--- src/rtl/code_patch_bus_wrap.sv ---
// rtl/code_patch_bus_wrap.sv - CPU read-port wrapper around the code patch core, one outstanding transaction
//
// Purpose:
//   Accepts a CPU read and presents its address to the patch core. If the core
//   signals no-propagation, the core data is returned directly. Otherwise the
//   wrapper issues one memory read at the core-supplied address. The memory
//   return data goes back through the core so it can be data-patched.
//   Saturating debug counters track completed responses and no-propagation hits.
//
// Ports:
//   clk_i, rst_ni                      clock, synchronous active-low reset
//   cpu_req_i/cpu_addr_i/cpu_gnt_o     CPU request handshake
//   cpu_rvalid_o/cpu_rdata_o/cpu_err_o CPU one-cycle response
//   core_*                             combinational patch core interface
//   mem_req_o/mem_addr_o/mem_gnt_i     memory request handshake
//   mem_rvalid_i/mem_rdata_i/mem_err_i memory response
//   cnt_clr_i, txn_cnt_o, nopg_cnt_o   statistics counters and clear
module code_patch_bus_wrap #(
    parameter int ADDR_WIDTH = 32,
    parameter int DATA_WIDTH = 32,
    parameter int CNT_WIDTH  = 16
) (
    input  logic                  clk_i,
    input  logic                  rst_ni,
    input  logic                  cpu_req_i,
    input  logic [ADDR_WIDTH-1:0] cpu_addr_i,
    output logic                  cpu_gnt_o,
    output logic                  cpu_rvalid_o,
    output logic [DATA_WIDTH-1:0] cpu_rdata_o,
    output logic                  cpu_err_o,
    output logic [ADDR_WIDTH-1:0] core_addr_o,
    output logic                  core_read_o,
    output logic [DATA_WIDTH-1:0] core_mi_data_o,
    input  logic [ADDR_WIDTH-1:0] core_mi_addr_i,
    input  logic [DATA_WIDTH-1:0] core_si_data_i,
    input  logic                  core_nopg_i,
    output logic                  mem_req_o,
    output logic [ADDR_WIDTH-1:0] mem_addr_o,
    input  logic                  mem_gnt_i,
    input  logic                  mem_rvalid_i,
    input  logic [DATA_WIDTH-1:0] mem_rdata_i,
    input  logic                  mem_err_i,
    input  logic                  cnt_clr_i,
    output logic [CNT_WIDTH-1:0]  txn_cnt_o,
    output logic [CNT_WIDTH-1:0]  nopg_cnt_o
);

    typedef enum logic [2:0] {
        IDLE,
        LOOKUP,
        MEM_REQ,
        MEM_WAIT,
        RESP
    } state_t;

    state_t                state_q;
    logic [ADDR_WIDTH-1:0] addr_q;
    logic [ADDR_WIDTH-1:0] maddr_q;
    logic [DATA_WIDTH-1:0] rdata_q;
    logic                  err_q;
    logic                  nopg_q;
    logic [CNT_WIDTH-1:0]  txn_cnt_q;
    logic [CNT_WIDTH-1:0]  nopg_cnt_q;

    always_ff @(posedge clk_i) begin
        if (!rst_ni) begin
            state_q    <= IDLE;
            addr_q     <= '0;
            maddr_q    <= '0;
            rdata_q    <= '0;
            err_q      <= 1'b0;
            nopg_q     <= 1'b0;
            txn_cnt_q  <= '0;
            nopg_cnt_q <= '0;
        end else begin
            case (state_q)
                IDLE: begin
                    if (cpu_req_i) begin
                        addr_q  <= cpu_addr_i;
                        state_q <= LOOKUP;
                    end
                end
                LOOKUP: begin
                    if (core_nopg_i) begin
                        rdata_q <= core_si_data_i;
                        err_q   <= 1'b0;
                        nopg_q  <= 1'b1;
                        state_q <= RESP;
                    end else begin
                        maddr_q <= core_mi_addr_i;
                        state_q <= MEM_REQ;
                    end
                end
                MEM_REQ: begin
                    if (mem_gnt_i) begin
                        state_q <= MEM_WAIT;
                    end
                end
                MEM_WAIT: begin
                    // Memory data reaches the core combinationally, so the
                    // patched result is already on core_si_data_i here.
                    if (mem_rvalid_i) begin
                        rdata_q <= mem_err_i ? '0 : core_si_data_i;
                        err_q   <= mem_err_i;
                        state_q <= RESP;
                    end
                end
                RESP: begin
                    nopg_q  <= 1'b0;
                    state_q <= IDLE;
                end
                default: state_q <= IDLE;
            endcase

            // Clear wins over a coincident increment; both counters stick at all-ones.
            if (cnt_clr_i) begin
                txn_cnt_q  <= '0;
                nopg_cnt_q <= '0;
            end else if (state_q == RESP) begin
                if (txn_cnt_q != '1) begin
                    txn_cnt_q <= txn_cnt_q + CNT_WIDTH'(1);
                end
                if (nopg_q && (nopg_cnt_q != '1)) begin
                    nopg_cnt_q <= nopg_cnt_q + CNT_WIDTH'(1);
                end
            end
        end
    end

    // Outputs are forced low while reset is held, even before the first
    // reset edge has cleared the registers.
    assign cpu_gnt_o      = rst_ni && (state_q == IDLE);
    assign cpu_rvalid_o   = rst_ni && (state_q == RESP);
    assign cpu_rdata_o    = rst_ni ? rdata_q : '0;
    assign cpu_err_o      = rst_ni && err_q;
    assign core_addr_o    = addr_q;
    assign core_read_o    = rst_ni && ((state_q == LOOKUP) || (state_q == MEM_REQ) ||
                                       (state_q == MEM_WAIT));
    assign core_mi_data_o = mem_rdata_i;
    assign mem_req_o      = rst_ni && (state_q == MEM_REQ);
    assign mem_addr_o     = maddr_q;
    assign txn_cnt_o      = rst_ni ? txn_cnt_q : '0;
    assign nopg_cnt_o     = rst_ni ? nopg_cnt_q : '0;

endmodule

--- config.mk ---
export PLATFORM = sky130hd
export DESIGN_NAME = code_patch_bus_wrap
export DESIGN_NICKNAME = d
export VERILOG_FILES = /design/src/rtl/code_patch_bus_wrap.sv
export SDC_FILE = /design/constraint.sdc
export NUM_CORES = 1
export LEC_CHECK = 0
export CAP_MARGIN = 20
export CELL_PAD_IN_SITES_DETAIL_PLACEMENT = 0
export CELL_PAD_IN_SITES_GLOBAL_PLACEMENT = 2
export CORE_AREA = 2 2 164 166
export DETAILED_ROUTE_END_ITERATION = 16
export DIE_AREA = 0 0 166 168
export PLACE_DENSITY = 0.88
export SYNTH_ARGS = -nofsm -noshare
export SYNTH_HDL_FRONTEND = slang
export SYNTH_SLANG_ARGS = --single-unit
--- constraint.sdc ---
create_clock -name clk_i -period 4.1 [get_ports clk_i]
set_input_delay 0.41 -clock clk_i [delete_from_list [all_inputs] [get_ports clk_i]]
set_output_delay 0.41 -clock clk_i [all_outputs]
set_load 0.03 [all_outputs]
==> flow_metrics.tcl, run 1 <==
set metrics [dict create \
    critPathArrivalTime_ns 2.44 \
    start_util_pct 22.5 \
    yosysSeqAreaShare_pct 44.8 \
    grt_overflow 0 \
    synth_ff_type "dfxtp_1" \
    htreeDepth 4 \
    path_delay_family "simple AND/OR/NAND/NOR gates" \
    p_leak_nw 3.18 \
    layout.nets 1049 \
    die_y_um 168 \
    grt_pass1_wl_um 29600 \
    worstReg2RegStart "state_q[1]$_SDFFE_PN0P_" \
    drtAntennaViolNets 0 \
    grt_max_degree 64 \
    area_growth_syn_to_layout_pct 51.9 \
    clock_path_buffers 2 \
    final.setup.tns_ns 0 \
    cap_violations 0 \
    root_buffer "clkbuf_16" \
    cp-start-kind "flop" \
    fin_skew_ns 0.00709 \
    crit_path_cell_trace "or3b_1 -> nor2_1 -> clkdlybuf4s50_1" \
    fill_cells 2767 \
    gp_congestion 0.742 \
    worst-path-max-fanout 17 \
    yosys_warnings 0 \
    place.port_buffers 236 \
    max_freq_mhz 351 \
    setup_viol 0 \
    dp_hpwl_um 13000 \
    firstDrtPassIters 4 \
    cp_num_buf_inv 1 \
    ys_types 53 \
    cpMaxStageDelayCell "clkdlybuf4s50_1" \
    fp.dieArea_um2 27900 \
    synth_cells 724 \
    wl_per_cell_um 14.8 \
    crit_path_end_kind "output pin" \
    die_w_um 166 \
    worst-slew-pin-transition_ns 0.825 \
    syn_area_per_cell_um2 8.21 \
    core_um2 26400 \
    rows 60 \
    ir_drop_uv 188 \
    hp-class "reg2reg" \
    rsz0062_at_grt "false" \
    synth-async-reset-ratio_pct 0 \
    drive_gt1_share_pct 6.17 \
    post-route-period-util_pct 69.5 \
    cts.sinks 133 \
    outcome "finished clean" \
    vias_per_cell 4.42 \
    syn_area_um2 5940 \
    cts_tree "done" \
    hold_viol_final 0 \
    report.final.slew_viol_count 0 \
    synth.net_count 862 \
    crit_type "reg2out" \
    ios 301 \
    drc 0 \
    via_count 5594 \
    min_period_ns 2.85 \
    cts_buffers 17 \
    clk_transition_reported_paths_ns 0.06 \
    post-cts-setup-buffers 0 \
    cpPeakStageDelay_ns 0.68 \
    grt_usage_pct 13.2 \
    yosys_register_bits 133 \
    routed_wl_um 18800 \
    worstPathRequired_ns 3.69 \
    total_power_mw 3.67 \
    max_slew_margin_pct 44.5 \
    drt_iter0_drc 196 \
    synth-edff-count 0 \
    antenna_cells 0 \
    clock_latency_ns 0.41 \
    cts_resized 0 \
    cts_hold_buffers 0 \
    grt_pass1_vias 5401 \
    crit_start "state_q[1]$_SDFFE_PN0P_" \
    grt_antenna_before_repair 0 \
    hp-start "core_addr_o[18]$_SDFFE_PN0P_" \
    p_per_area_nw_per_um2 406 \
]
==> worst paths after layout <==
| path | end | slack [ns] | cells after the start |
|---|---|---|---|
| min reg2reg | core_addr_o[18]$_SDFFE_PN0P_ | 0.45 | 2 |
| min | core_addr_o[18]$_SDFFE_PN0P_ | 0.45 | 2 |
| max reg2reg | txn_cnt_q[14]$_SDFFE_PP0P_ | 1.64 | 4 |
| max | cpu_rvalid_o | 1.25 | 3 |
==> report_power, final <==
part / switching (mW) / internal (mW)
clock network: 0.633 / 0.965
registers: 0.0481 / 1.37
logic: 0.366 / 0.283
==> flip-flops by register name, summed over array words and instances, names as in the netlist <==
signal       cells
rdata_q         32
txn_cnt_q       16
nopg_q           1
err_q            1
nopg_cnt_q      16
mem_addr_o      32
state_q          3
core_addr_o     32
==> metrics by stage <==
stage	cell area [um2]	setup WS (ns)	utilization, %	hold slack (ns)	cells
after global routing	9020	1.14	34.2	0.471	1265
after global placement	8410	1.58	31.9	0.440	1232
final	9020	1.25	34.2	0.452	1265
after detailed placement	8420	1.58	31.9	0.446	1233
after floorplan	5940	2.09	-	0.432	724
after CTS	9020	1.21	34.2	0.454	1265
==> cell usage after synthesis, drive strengths merged (2+ instances only) <==
library cell | n | area share, %
and3 | 8 | 0.84
nand3 | 16 | 1.3
nor3 | 10 | 0.84
and4 | 3 | 0.44
nand3b | 3 | 0.38
or3 | 4 | 0.51
inv | 7 | 0.44
a311oi | 3 | 0.44
nor2 | 15 | 0.95
clkbuf | 46 | 2.9
a31oi | 4 | 0.42
buf | 35 | 4.5
o211a | 3 | 0.51
or4 | 6 | 0.76
nor3b | 2 | 0.34
nor4 | 5 | 0.53
dfxtp | 133 | 45
nand2 | 164 | 10
o21ai | 8 | 0.67
a211oi | 4 | 0.51
a41o | 2 | 0.34
a21oi | 83 | 7.0
and2 | 65 | 6.8
a22o | 32 | 4.7
mux2i | 10 | 1.7
nand2b | 12 | 1.3
ha | 2 | 0.42
o31ai | 4 | 0.51
o21bai | 2 | 0.25
nand4 | 13 | 1.4
a2111o | 4 | 0.76
==> worst reg2reg max path, cell delays in order (launching register included) <==
cell	delay, ns
dfxtp_1	0.53
or3b_1	0.65
nor4_1	0.79
nor4bb_1	0.31
nor3_1	0.07
==> layout make-up <==
class / count / area, um2 / share of cell area, %
Multi-Input combinational cell: 503 / 2850 / 31.6
Sequential cell: 133 / 2660 / 29.5
Clock inverter: 14 / 178 / 1.97
Timing Repair Buffer: 249 / 2450 / 27.2
Inverter: 7 / 26.3 / 0.291
Tap cell: 341 / 427 / 4.73
Clock buffer: 18 / 429 / 4.76
==> cells in the final DEF, fill, tap and decap left out, types with 2 or more instances in the layout <==
| master | n |
|---|---|
| buf_2 | 2 |
| buf_4 | 12 |
| nand3_1 | 16 |
| nor3_1 | 9 |
| clkdlybuf4s50_1 | 235 |
| and2_1 | 64 |
| or3_1 | 3 |
| nand4_1 | 13 |
| a2111o_1 | 4 |
| o211a_1 | 3 |
| nor2_1 | 14 |
| nand3b_1 | 3 |
| dfxtp_1 | 133 |
| a31oi_1 | 4 |
| a311oi_1 | 2 |
| nand2b_1 | 12 |
| a21oi_1 | 83 |
| inv_1 | 6 |
| and4_1 | 3 |
| a211oi_1 | 4 |
| nand2_1 | 164 |
| or4_1 | 6 |
| clkinv_4 | 3 |
| a41o_1 | 2 |
| o31ai_1 | 4 |
| o21bai_1 | 2 |
| o21ai_0 | 8 |
| bufinv_16 | 3 |
| mux2i_1 | 10 |
| a22o_1 | 32 |
| and3_1 | 8 |
| nor4_1 | 4 |
| inv_6 | 3 |
| clkinvlp_4 | 4 |
| ha_1 | 2 |
| clkbuf_16 | 17 |
==> kinds of logic (layout without fill, tap and decap cells) <==
| group | after synthesis | count (layout) | synth area share, % |
|---|---|---|---|
| AND/OR/NAND/NOR | 334 | 334 | 28.0 |
| buffers and inverters | 88 | 288 | 7.85 |
| multiplexers | 11 | 11 | 1.87 |
| AO/OA/AOI/OAI | 156 | 156 | 17.1 |
| flip-flops | 133 | 133 | 44.8 |
| adder cells (fa/ha/maj) | 2 | 2 | 0.421 |
==> per-layer routing <==
metal / up-vias / part of all wire (%) / GRT usage (%)
li1: 2840 / - / -
met1: 2577 / 46 / 16.8
met2: 161 / 46 / 21.3
met3: 16 / 7.1 / 4.25
met4: 0 / 1.3 / 4.05
met5: - / 0 / 0
Note: power is estimated with default switching activity, not from simulation.
==> run 2, diff against run 1 <==
--- a/config.mk
+++ b/config.mk
@@ -8,10 +8,10 @@
 export CAP_MARGIN = 20
 export CELL_PAD_IN_SITES_DETAIL_PLACEMENT = 0
 export CELL_PAD_IN_SITES_GLOBAL_PLACEMENT = 2
-export CORE_AREA = 2 2 164 166
+export CORE_AREA = 2 2 172 174
 export DETAILED_ROUTE_END_ITERATION = 16
-export DIE_AREA = 0 0 166 168
-export PLACE_DENSITY = 0.88
+export DIE_AREA = 0 0 174 176
+export PLACE_DENSITY = 0.81
 export SYNTH_ARGS = -nofsm -noshare
 export SYNTH_HDL_FRONTEND = slang
 export SYNTH_SLANG_ARGS = --single-unit
==> constraint.sdc (replaced) <==
create_clock -name clk_i -period 2.7 [get_ports clk_i]
set_input_delay 0.27 -clock clk_i [delete_from_list [all_inputs] [get_ports clk_i]]
set_output_delay 0.27 -clock clk_i [all_outputs]
set_load 0.03 [all_outputs]
==> run 2 against run 1 <==
Die area increased by 9.8%. Combinational power rose by 54%. Sequential share of layout area is 0.32 points lower. Highest routed layer is now met5.
==> flow_metrics.tcl, run 2 (synthesis gave the netlist of run 1 again) <==
set metrics [dict create \
    antenna_cells 0 \
    grt_overflow 0 \
    max_freq_mhz 425 \
    clock_latency_ns 0.41 \
    setup_viol 0 \
    die_w_um 174 \
    mostFrequentLayoutCells "clkdlybuf4s50_1, nand2_1, dfxtp_1" \
    ir_drop_uv 331 \
    drt_iter0_drc 212 \
    min_period_ns 2.35 \
    gp_congestion 0.744 \
    fin_skew_ns 0.00898 \
    die_y_um 176 \
    worst-path-max-fanout 16 \
    grt_max_degree 41 \
    cts_resized 0 \
    rows 62 \
    reg2reg_depth 4 \
    drc 0 \
    outcome "finished clean" \
    wl_per_cell_um 15.0 \
    cap_violations 0 \
    p_per_area_nw_per_um2 613 \
    r2r_end "txn_cnt_q[11]$_SDFFE_PP0P_" \
    r2r_slack_ns 0.60 \
    clock_path_buffers 2 \
    fill_cells 3078 \
    crit_path_end_kind "output pin" \
    root_buffer "clkbuf_16" \
    start_util_pct 20.8 \
    hp-class "in2reg" \
    final_common_cell "clkdlybuf4s50_1" \
    routed_wl_um 19600 \
    post-cts-setup-buffers 0 \
    dp_hpwl_um 13900 \
    stdcell_count 1311 \
    cts_buffers 17 \
    grt_pass1_wl_um 30300 \
    rsz0062_at_grt "false" \
    layout.nets 1054 \
    p_leak_nw 3.23 \
    hold_viol_final 0 \
    worstPathRequired_ns 2.43 \
    firstDrtPassIters 4 \
    crit_type "reg2out" \
    area_growth_syn_to_layout_pct 53.5 \
    cp-endpoint "core_read_o" \
    core_um2 28500 \
    fp.dieArea_um2 30600 \
    grt_usage_pct 12.6 \
    via_count 5611 \
    worst-slew-pin-transition_ns 0.650 \
    drtAntennaViolNets 0 \
    placedCellCount 1281 \
    cts_hold_buffers 0 \
    timing.hold.ws_ns 0.370 \
    grt_antenna_before_repair 1 \
    post-route-period-util_pct 87.2 \
    crit_start "state_q[0]$_SDFFE_PN0P_" \
    cp-start-kind "flop" \
    clk_transition_reported_paths_ns 0.06 \
    ios 301 \
    drive_gt1_share_pct 7.12 \
    report.final.slew_viol_count 0 \
    cts_tree "done" \
    cts.sinks 133 \
    max_slew_margin_pct 56.5 \
    htreeDepth 4 \
    worstReg2RegStart "state_q[2]$_SDFFE_PN0P_" \
    critPathArrivalTime_ns 2.08 \
    grt_pass1_vias 5338 \
    place.port_buffers 236 \
    final.setup.tns_ns 0 \
    vias_per_cell 4.28 \
]
==> run 2: per-stage QoR <==
stage                     worst slack (ns)  instance area, um2  total power, mW  util, %
after floorplan                      0.693                5940             2.80        -
after global placement               0.584                8510             3.20     29.8
after detailed placement             0.581                8510             3.21     29.8
after CTS                            0.279                9120             5.71     32.0
after global routing                 0.150                9120             5.89     32.0
final                                0.347                9120             5.60     32.0
==> run 2: final cells by class <==
type / count / area, um2 / area share (%)
Multi-Input combinational cell: 503 / 2850 / 31.2
Timing Repair Buffer: 254 / 2490 / 27.3
Clock inverter: 13 / 185 / 2.03
Tap cell: 384 / 480 / 5.27
Inverter: 7 / 26.3 / 0.288
Sequential cell: 133 / 2660 / 29.2
Clock buffer: 17 / 425 / 4.66
==> run 2: how the worst min path moves through the flow <==
stage / depth (start not counted) / endpoint / slack (ns) / from
floorplan: 1 / rdata_q[0]$_SDFFE_PN0P_ / 0.40 / core_si_data_i[0]
global placement: 2 / mem_addr_o[16]$_SDFFE_PN0P_ / 0.44 / mem_addr_o[16]$_SDFFE_PN0P_
detailed placement: 2 / core_addr_o[8]$_SDFFE_PN0P_ / 0.45 / core_addr_o[8]$_SDFFE_PN0P_
CTS: 2 / nopg_q$_SDFFE_PN0P_ / 0.38 / rst_ni
global route: 3 / core_addr_o[13]$_SDFFE_PN0P_ / 0.39 / cpu_addr_i[13]
finish: 2 / nopg_q$_SDFFE_PN0P_ / 0.37 / rst_ni
==> run 2: per-layer routing <==
layer | wire length [um] | track usage (%) | vias up
met1 | 8650 | 15.4 | 2586
met5 | 16 | 0 | -
li1 | - | - | 2849
met4 | 324 | 4.20 | 2
met2 | 9300 | 20.7 | 152
met3 | 1320 | 4.29 | 22
==> run 2: report_power, final <==
part / switching [mW] / internal, mW / leakage (nW)
Combinational: 0.564 / 0.435 / 1.86
Clock: 0.913 / 1.54 / 0.295
Sequential: 0.0636 / 2.08 / 1.08
Total: 1.54 / 4.06 / 3.23
==> run 2: worst max-delay path, cell delays in order (launching register included) <==
cell and delay (ns):
dfxtp_1 0.62, nor2_1 0.15, nor2_1 0.18, clkdlybuf4s50_1 0.73
==> run 3, diff against run 2 <==
--- a/config.mk
+++ b/config.mk
@@ -12,6 +12,7 @@
 export DETAILED_ROUTE_END_ITERATION = 16
 export DIE_AREA = 0 0 174 176
 export PLACE_DENSITY = 0.81
+export SKIP_CTS_REPAIR_TIMING = 1
 export SYNTH_ARGS = -nofsm -noshare
 export SYNTH_HDL_FRONTEND = slang
 export SYNTH_SLANG_ARGS = --single-unit
==> results of run 3 <==
No change in the layout: final DEF, timing and power equal those of run 2.
